$ cat src/rtl/grid_io_pkg.sv
// grid_io_pkg: shared per-channel config layout and constants for grid_io_multi
package grid_io_pkg;
   localparam int CFG_BITS    = 3;
   localparam int CFG_OUT_EN  = 0;
   localparam int CFG_REG_OUT = 1;
   localparam int CFG_REG_IN  = 2;
   typedef struct packed {
      logic reg_in;
      logic reg_out;
      logic out_en;
   } io_cfg_t;
endpackage

$ cat src/rtl/grid_io_channel.sv
// grid_io_channel: one pad's output mux, input path, isolation gating; GRID_IO_INPUT_SYNC_EN adds a 2-flop input synchroniser
module grid_io_channel
   import grid_io_pkg::*;
(
   input  logic    prog_clk_i,
   input  logic    prog_reset_n_i,
   input  logic    iso_n_i,
   input  io_cfg_t cfg_i,
   input  logic    pad_in_i,
   output logic    pad_out_o,
   output logic    pad_dir_o,
   input  logic    fab_out_i,
   output logic    fab_in_o
);
   logic clr;
   logic in_s;
   logic out_q, out_d;
   logic in_q, in_d;
   assign clr = ~iso_n_i;
`ifdef GRID_IO_INPUT_SYNC_EN
   logic [1:0] sync_q, sync_d;
   // two-stage synchroniser, flushed while isolated
   always_comb sync_d = clr ? 2'b00 : {sync_q[0], pad_in_i};
   // synchroniser state with reset
   always_ff @(posedge prog_clk_i)
      if (!prog_reset_n_i) sync_q <= '0;
      else                 sync_q <= sync_d;
   assign in_s = sync_q[1];
`else
   assign in_s = pad_in_i;
`endif
   // registered data paths restart from zero after isolation
   always_comb begin
      out_d = clr ? 1'b0 : fab_out_i;
      in_d  = clr ? 1'b0 : in_s;
   end
   // data registers with reset
   always_ff @(posedge prog_clk_i)
      if (!prog_reset_n_i) begin
         out_q <= 1'b0;
         in_q  <= 1'b0;
      end else begin
         out_q <= out_d;
         in_q  <= in_d;
      end
   assign pad_dir_o = ~(iso_n_i & cfg_i.out_en);
   assign pad_out_o = iso_n_i & cfg_i.out_en & (cfg_i.reg_out ? out_q : fab_out_i);
   assign fab_in_o  = iso_n_i & ~cfg_i.out_en & (cfg_i.reg_in ? in_q : in_s);
endmodule

$ cat src/rtl/grid_io_multi.sv
// grid_io_multi: NUM_IO-pad I/O tile with double-buffered config chain; GRID_IO_INPUT_SYNC_EN enables input synchronisers
module grid_io_multi
   import grid_io_pkg::*;
#(
   parameter int NUM_IO = 4
) (
   input  logic              prog_clk,
   input  logic              prog_reset_n,
   input  logic              IO_ISOL_N,
   input  logic              ccff_en,
   input  logic              ccff_head,
   output logic              ccff_tail,
   input  logic              cfg_commit,
   output logic              cfg_loaded,
   input  logic [NUM_IO-1:0] gfpga_pad_EMBEDDED_IO_HD_SOC_IN,
   output logic [NUM_IO-1:0] gfpga_pad_EMBEDDED_IO_HD_SOC_OUT,
   output logic [NUM_IO-1:0] gfpga_pad_EMBEDDED_IO_HD_SOC_DIR,
   input  logic [NUM_IO-1:0] io_outpad,
   output logic [NUM_IO-1:0] io_inpad
);
   localparam int W = NUM_IO * CFG_BITS;
   logic [W-1:0] shadow_q, shadow_d;
   logic [W-1:0] active_q, active_d;
   logic         loaded_q, loaded_d;
   // commit captures the pre-shift shadow even when a shift happens in the same cycle
   always_comb begin
      shadow_d = ccff_en ? {shadow_q[W-2:0], ccff_head} : shadow_q;
      active_d = cfg_commit ? shadow_q : active_q;
      loaded_d = loaded_q | cfg_commit;
   end
   // config chain state with reset
   always_ff @(posedge prog_clk)
      if (!prog_reset_n) begin
         shadow_q <= '0;
         active_q <= '0;
         loaded_q <= 1'b0;
      end else begin
         shadow_q <= shadow_d;
         active_q <= active_d;
         loaded_q <= loaded_d;
      end
   assign ccff_tail  = shadow_q[W-1];
   assign cfg_loaded = loaded_q;
   for (genvar g = 0; g < NUM_IO; g++) begin : g_ch
      io_cfg_t cfg;
      assign cfg = io_cfg_t'(active_q[g*CFG_BITS +: CFG_BITS]);
      grid_io_channel u_ch (
         .prog_clk_i     (prog_clk),
         .prog_reset_n_i (prog_reset_n),
         .iso_n_i        (IO_ISOL_N),
         .cfg_i          (cfg),
         .pad_in_i       (gfpga_pad_EMBEDDED_IO_HD_SOC_IN[g]),
         .pad_out_o      (gfpga_pad_EMBEDDED_IO_HD_SOC_OUT[g]),
         .pad_dir_o      (gfpga_pad_EMBEDDED_IO_HD_SOC_DIR[g]),
         .fab_out_i      (io_outpad[g]),
         .fab_in_o       (io_inpad[g])
      );
   end
endmodule
$ cat config.mk
export PLATFORM = sky130hd
export DESIGN_NAME = grid_io_multi
export DESIGN_NICKNAME = d
export VERILOG_FILES = /design/src/rtl/grid_io_pkg.sv /design/src/rtl/grid_io_channel.sv /design/src/rtl/grid_io_multi.sv
export SDC_FILE = /design/constraint.sdc
export NUM_CORES = 1
export LEC_CHECK = 0
export CAP_MARGIN = 15
export CORE_MARGIN = 4
export CORE_UTILIZATION = 44
export DETAILED_ROUTE_END_ITERATION = 10
export PLACE_DENSITY = 0.73
export RECOVER_POWER = 25
export SYNTH_ARGS = -nofsm -noshare
export SYNTH_HDL_FRONTEND = slang
export SYNTH_HIERARCHICAL = 1
export SYNTH_SLANG_ARGS = --single-unit
export TNS_END_PERCENT = 100
$ cat constraint.sdc
create_clock -name prog_clk -period 0.8 [get_ports prog_clk]
set_input_delay 0.08 -clock prog_clk [delete_from_list [all_inputs] [get_ports prog_clk]]
set_output_delay 0.08 -clock prog_clk [all_outputs]
set_load 0.005 [all_outputs]
== Word-level counts from Yosys, hierarchy flattened ==
Cells that the tools add are included.
W data, S select, Z words.

* Divide/modulo/power cells: 0
* Order comparisons: 0
* Bitwise logic cells: 25
* Shifts and indexed selects: 0
* $add $sub $neg: 0
* Eq/ne operators: 0
* Multiplexer cells: 8
* Reductions and logical operators: 1
* Multiply operators: 0

{| class="wikitable"
|+ Operators with widths
! operator !! number
|-
| $and A1 B1 Y1 || 16
|-
| $mux W1 || 8
|-
| $not A1 Y1 || 8
|-
| $reduce_and A2 Y1 || 1
|-
| $or A1 B1 Y1 || 1
|}

* Bits in registers: 33
* Logic and storage cells: 45
* Memory bits (writable): 0
* Latch bits: 0
* Memory bits (read-only): 0
* Memories kept: 0

== Longest topological paths before layout ==
Gate-level depths: netlist of run 1.

* Depth after elaboration: 3
* Gate-level depth with buffers: 4
* Mapped depth without buffers: 2

== Hierarchy ==
Netlist of run 1, hierarchy kept.

{| class="wikitable"
|+ By module, submodules not included
! module !! times used !! area each (um2) !! cells an instance !! seq. area each (um2)
|-
| grid_io_multi || 1 || 939.7 || 79 || 500.5
|-
| grid_io_channel || 4 || 92.6 || 9 || 40.0
|}

== Least setup slack after synthesis of run 1 ==
Ideal clock, no wire load.

* Path type: input port to flip-flop
* Start: in cfg_commit
* End: reg active_q[10]
* Stages on the path: 4
* Data arrival time: 0.560 ns
* Setup time: 0.116 ns
* Setup slack: 0.124 ns
* Buffers on the path: 2
* Cells stage by stage: buf_4 -> buf_8 -> mux2i_1 -> nor2b_1

{| class="wikitable"
|+ RTL lines
! item !! line !! RTL
|-
| from (decl) || grid_io_multi.sv:13 || <nowiki>input logic cfg_commit,</nowiki>
|-
| to (signal assigned) || grid_io_multi.sv:39 || <nowiki>active_q <= active_d;</nowiki>
|-
| to (decl) || grid_io_multi.sv:23 || <nowiki>logic [W-1:0] active_q, active_d;</nowiki>
|}

== Worst setup path after layout of run 1 ==
* Start: reg active_q[2]
* End: out io_inpad[0]

* Longest elaborated chain between the ends: 2

{| class="wikitable"
|+ RTL lines
! item !! line !! RTL
|-
| $mux W1 || grid_io_channel.sv:48 || <nowiki>assign fab_in_o = iso_n_i & ~cfg_i.out_en & (cfg_i.reg_in ? in_q : in_s);</nowiki>
|-
| $and A1 B1 Y1 || grid_io_channel.sv:48 ||
|-
| to (decl) || grid_io_multi.sv:19 || <nowiki>output logic [NUM_IO-1:0] io_inpad</nowiki>
|}

No other way between the ends.

==> results.toml, run 1 <==
[yosys]
synth.avg_cell_area_sq_um = 11.4
yosys_warnings = 6
yosysUniqueCellTypes = 12
synth_commonest_cells = "dfxtp_1, mux2i_1, nor2b_1"
synth_top_area_cell = "dfxtp_1"
netlist_area_sq_um = 1310
synth_area_leaders = "dfxtp_1, mux2i_1, nor2b_1"
synthArstFlopShare = 0
ys_seq_area_frac = 0.504
syn-instance-count = 115
synth-seq-cells = 33
synthFlopType = "dfxtp_1"
synth-edff-count = 0
syn_nets = 129
synth_top_area_frac = 0.504
yosysMostFrequentCell = "dfxtp_1"

[grt]
grt_util_met1 = 0.169
antenna_found_initial = 0
use_met2 = 0.225
grt_max_degree = 14
use_met3 = 0.0540
overflow = 0
grt_usage = 0.142
busiest_layer = "met2"
grt_pass1_vias = 960
grt_pass1_wl_um = 4450

[layout]
stdcell_area_sq_um = 1870
nets = 177
n_antenna_cell = 0
areaGrowthSynthToFinish_pct = 42.8
drive_gt1_frac = 0.415

[setup_path]
worstPathRequired_ns = 0.72
worstPathArrival_ns = 1.14
slowest_delay_ns = 0.36
critical_path_buf_inv_count = 1
crit_type = "flop to primary output"
cp_top_family = "flip-flops"
critPathSlowestCell = "dfxtp_2"
worstPathCellList = "mux2i_2, nor3b_2, buf_2"
end_kind = "primary output"
start_kind = "flop"
worst-path-max-fanout = 2

[sta]
fin_skew_ns = 0.00402
hold_viol = 0
finalWorstSetupSlack_ns = -0.423
setup_viol = 14
rsz0062_at_grt = "true"
worstMarginPinSlew_ns = 0.209
fmax_mhz = 818
period_needed_ns = 1.22
slew-limit-headroom = 0.858
maxSlewViolCount = 0
fin_crit_sh = 1.53
setup_tns_ns = -3.64

[placed_design]
portBuffers = 27
place.gp.congestion = 0.693
dpl_cell_area_sq_um = 1700
hpwl_um = 1730

[detailed_routing]
vias = 982
antenna_left = 0
avgRoutedWirePerCell_um = 14.2
drcViolationCount = 0
dr.pass1.iters = 2
drt_iter0_drc = 18
routed_wl_um = 2780
vias_per_cell = 5.04

[flow_run]
max_cap_violations = 0

[min_path]
worst_hold_path_type = "primary input to flop"

[power_and_ir_drop]
p_leak_nw = 0.840
ir_drop_uv = 1140
powerDensity_nw_per_um2 = 1650

[outcome]
violations = "negative setup slack"
status = "finished with violations"

[die]
core_area_sq_um = 2810
dieHeight_um = 62.6
rows = 19
ios = 28
dieArea_sq_um = 3910
dieWidth_um = 62.6
start_util = 0.467

[clock_network]
clock-sinks = 33
clock_latency_ns = 0.33
hold_buffers = 0
root_buffer = "clkbuf_4"
cts_tree = "yes"
cts_buffer_depth = 2
clkSlewWorstSetupHoldPaths_ns = 0.10
htreeDepth = 2
cts_buffers = 5
[registers in the layout, indices dropped and copies added, names as in the netlist]
register and count:
shadow_q 12, active_q 12, g_ch.u_ch/in_q 4, g_ch.u_ch/out_q 4, cfg_loaded 1
[final timing paths]
path	startpoint	end	slack [ns]	cells after the start
worst max-delay path	active_q[2]	io_inpad[0]	-0.42	3
worst min-delay path	IO_ISOL_N	g_ch[1].u_ch/out_q	0.29	3
worst max register to register	active_q[9]	active_q[9]	0.04	3
worst min register to register	cfg_loaded	cfg_loaded	0.45	1
[layout by cell type, fill, tap and decap left out]
| cell | instances |
|---|---|
| dlygate4sd2_1 | 1 |
| clkinv_2 | 1 |
| mux2i_1 | 27 |
| buf_6 | 8 |
| buf_12 | 2 |
| buf_4 | 9 |
| clkbuf_2 | 2 |
| o21a_1 | 1 |
| nor3b_2 | 4 |
| nor2b_1 | 24 |
| buf_2 | 10 |
| nand2_4 | 1 |
| nand2_2 | 3 |
| clkbuf_16 | 2 |
| dfxtp_1 | 19 |
| clkdlybuf4s50_1 | 10 |
| clkbuf_4 | 5 |
| mux2i_2 | 5 |
| clkbuf_8 | 2 |
| dlymetal6s2s_1 | 2 |
| dfxtp_2 | 14 |
| and3_1 | 8 |
| nor2_1 | 4 |
[where the power goes]
group	switching, W	total (W)	internal, W
clock network	0.000557	0.00107	0.000509
registers	0.0000147	0.00169	0.00167
logic	0.000126	0.000331	0.000205
[through the flow]
step	instances	util	power, W	setup WS (ns)	hold slack [ns]
3_3_place_gp	181	0.606	0.00202	-0.662	0.436
4_1_cts	192	0.628	0.00307	-0.406	0.279
6_report	195	0.667	0.00308	-0.423	0.291
5_1_grt	195	0.667	0.00321	-0.482	0.312
2_1_floorplan	115	-	0.00186	0.124	0.208
3_5_place_dp	181	0.606	0.00202	-0.712	0.443
[cells by family after synthesis]
| family | Yosys count | share of synthesized area |
|---|---|---|
| and+or+nand+nor | 44 | 0.214 |
| buffers and inverters | 5 | 0.0315 |
| muxes | 32 | 0.245 |
| DFF | 33 | 0.504 |
| AOI/OAI and AO/OA | 1 | 0.00573 |
[layer usage]
metal  wire length [um]  up-vias
met1               1280      460
li1                   -      489
met3                175        4
met2               1280       29
met4                 35        0
met5                  0        -
[what timing repair did]
item | in CTS | in global routing
pin swaps | 4 | 5
gates resized for setup | 78 | 13
setup buffers | 3 | 1
gates cloned | 0 | 2
setup endpoints to repair | 14 | 21
[worst reg2reg max path: stages (launching register included)]
cell and delay (ns):
dfxtp_2 0.35, buf_4 0.13, mux2i_1 0.12, nor2b_1 0.06
[cell type report]
cell class	count	area, sq um
well taps	31	38.8
clock buffers	7	65.1
fillers	231	935
clock inverters	1	5.00
multi-input cells	77	642
flip-flops and latches	33	678
repair buffers	46	442
Note: power is estimated with default switching activity, not from simulation.
==> run 2, diff against run 1 <==
--- a/config.mk
+++ b/config.mk
@@ -7,12 +7,11 @@
 export LEC_CHECK = 0
 export CAP_MARGIN = 15
 export CORE_MARGIN = 4
-export CORE_UTILIZATION = 44
+export CORE_UTILIZATION = 45
 export DETAILED_ROUTE_END_ITERATION = 10
-export PLACE_DENSITY = 0.73
+export PLACE_DENSITY = 0.74
 export RECOVER_POWER = 25
 export SYNTH_ARGS = -nofsm -noshare
 export SYNTH_HDL_FRONTEND = slang
-export SYNTH_HIERARCHICAL = 1
 export SYNTH_SLANG_ARGS = --single-unit
-export TNS_END_PERCENT = 100
+export TNS_END_PERCENT = 5
==> run 2 against run 1 <==
Against the previous run: the flow still finishes with violations (negative setup slack); synthesized cell count is 12% higher; count of clock-buffer cells in the layout did not move; synthesized area grew 6.0%; combinational power is 11% lower; critical path depth stayed put; sequential cell count did not move; power increased by 6.6%; cell count fell by 0.51%; wire length fell by 4.1%; critical endpoint unchanged.
==> results.toml, run 2 <==
[sta]
slew-limit-headroom = 0.827
maxSlewViolCount = 0
hold_viol = 0
setup_tns_ns = -3.69
period_needed_ns = 1.21
finalWorstSetupSlack_ns = -0.415
fin_skew_ns = 0.0111
rsz0062_at_grt = "true"
worstMarginPinSlew_ns = 0.260
whs_ns = 0.208
fmax_mhz = 823
fin_crit_sh = 1.52
setup_viol = 14

[grt]
grt_pass1_wl_um = 4690
grt_max_degree = 34
grt_usage = 0.152
overflow = 0
antenna_found_initial = 0
grt_pass1_vias = 983

[yosys]
yosysMostFrequentCell = "dfxtp_1"
ys_seq_area_frac = 0.476
synth-seq-cells = 33
synth.avg_cell_area_sq_um = 10.8
synth.mux.area_fraction = 0.231
synth-edff-count = 0
synth_area_leaders = "dfxtp_1, mux2i_1, nor2b_1"
synth_compound_area_frac = 0.00541
synth_commonest_cells = "dfxtp_1, mux2i_1, nor2b_1"
syn-instance-count = 129
synthFlopType = "dfxtp_1"
yosys_warnings = 0
synth_top_area_cell = "dfxtp_1"
synth_adder_area_share = 0
synth_top_family_by_area = "multiplexers"
yosysUniqueCellTypes = 13
synth_top_area_frac = 0.476
synthArstFlopShare = 0
yosys.area_share.simple = 0.187
syn_nets = 143
synth_xor_area_frac = 0
netlist_area_sq_um = 1390

[layout]
multi_input_area_sq_um = 621
final_cell_mix = "mux2i_1, nor2b_1, dfxtp_1"
nets = 176
n_antenna_cell = 0
fillers = 244
drive_gt1_frac = 0.380
stdcell_area_sq_um = 1820
final_common_cell = "mux2i_1"
areaGrowthSynthToFinish_pct = 31.2
register_area_sq_um = 678
reg.largest.list = "active_q (12), shadow_q (12)"
final_util = 0.639

[setup_path]
end_kind = "primary output"
r2r-end = "active_q[9]"
worstPathArrival_ns = 1.13
worstPathRequired_ns = 0.72
ff2ff_path_depth = 3
start_kind = "flop"
regToRegSetupSlack_ns = 0.04
crit_type = "flop to primary output"
r2r_start = "active_q[9]"
worst-path-max-fanout = 2

[die]
dieWidth_um = 63.6
rows = 19
ios = 28
dieArea_sq_um = 4040
core_area_sq_um = 2850
dieHeight_um = 63.6
start_util = 0.487

[placed_design]
portBuffers = 27
hpwl_um = 1700
dpl_cell_area_sq_um = 1690
place.gp.congestion = 0.725

[power_and_ir_drop]
powerDensity_nw_per_um2 = 1800
p_leak_nw = 0.810
ir_drop_uv = 1510
power_w = 0.00329

[detailed_routing]
dr.pass1.iters = 2
drt_iter0_drc = 16
vias = 967
drcViolationCount = 0
vias_per_cell = 4.98
routed_wl_um = 2660
antenna_left = 0
avgRoutedWirePerCell_um = 13.7

[min_path]
hp-start = "cfg_commit"
hold_path_depth = 3
holdPathEnd = "cfg_loaded"
worst_hold_path_type = "primary input to flop"

[clock_network]
clkSlewWorstSetupHoldPaths_ns = 0.10
htreeDepth = 2
cts_buffers = 5
cts_buffer_depth = 2
root_buffer = "clkbuf_4"
clock_latency_ns = 0.33
cts_tree = "yes"
clock-sinks = 33

[outcome]
violations = "negative setup slack"
status = "finished with violations"

[flow_run]
max_cap_violations = 0
-- run 2: changes by cell type after synthesis, sizes merged --
cell    before  now
clkbuf       2    4
buf          3   15
-- run 2: metrics by stage --
step / cells / worst slack (ns)
floorplan: 129 / 0.0244
global placement: 180 / -0.724
detailed placement: 180 / -0.783
CTS: 193 / -0.476
global route: 194 / -0.478
finish: 194 / -0.415
-- run 2: how the worst max path moves through the flow --
| stage | cells past startpoint | from | slack, ns | endpoint |
|---|---|---|---|---|
| 2_1_floorplan | 3 | active_q[2] | 0.02 | io_inpad[0] |
| 3_3_place_gp | 4 | IO_ISOL_N | -0.72 | io_inpad[1] |
| 3_5_place_dp | 4 | IO_ISOL_N | -0.78 | io_inpad[0] |
| 4_1_cts | 3 | active_q[2] | -0.48 | io_inpad[0] |
| 5_1_grt | 3 | active_q[2] | -0.48 | io_inpad[0] |
| 6_report | 3 | active_q[2] | -0.41 | io_inpad[0] |
-- run 2: logic make-up after synthesis --
group                  count (synthesis)
flip-flops                            33
AO/OA/AOI/OAI                          1
multiplexers                          32
AND/OR/NAND/NOR                       44
buffers and inverters                 19
-- run 2: critical path: stages (launching register included) --
cell     delay, ns
dfxtp_2       0.34
mux2i_2       0.15
nor3b_2       0.16
buf_2         0.14
-- run 2: power by group --
part | leakage [nW] | switching, W | internal [W]
clock network | 0.0455 | 0.000562 | 0.000746
logic | 0.490 | 0.000114 | 0.000179
registers | 0.275 | 0.0000127 | 0.00167
total | 0.810 | 0.000689 | 0.00260
-- run 2: layer usage --
metal	GRT usage	wire length, um
met1	0.176	1210
met5	0	0
met4	0.0970	68
met3	0.0497	142
met2	0.241	1240
-- run 2: area by class of cell --
| class | count | area share |
|---|---|---|
| Clock buffer | 7 | 0.0302 |
| Multi-Input combinational cell | 77 | 0.341 |
| Clock inverter | 1 | 0.0165 |
| Tap cell | 31 | 0.0213 |
| Timing Repair Buffer | 45 | 0.219 |
| Sequential cell | 33 | 0.372 |
-- run 2: repair_timing --
| item | 4_1_cts | 5_1_grt |
|---|---|---|
| pin swaps | 3 | 2 |
| endpoints found under the setup margin | 14 | 28 |
| endpoints found under the hold margin | 0 | 0 |
| hold buffers | 0 | 0 |
| buffers inserted | 4 | 1 |
| resized for setup | 69 | 11 |
| cloned | 1 | 0 |
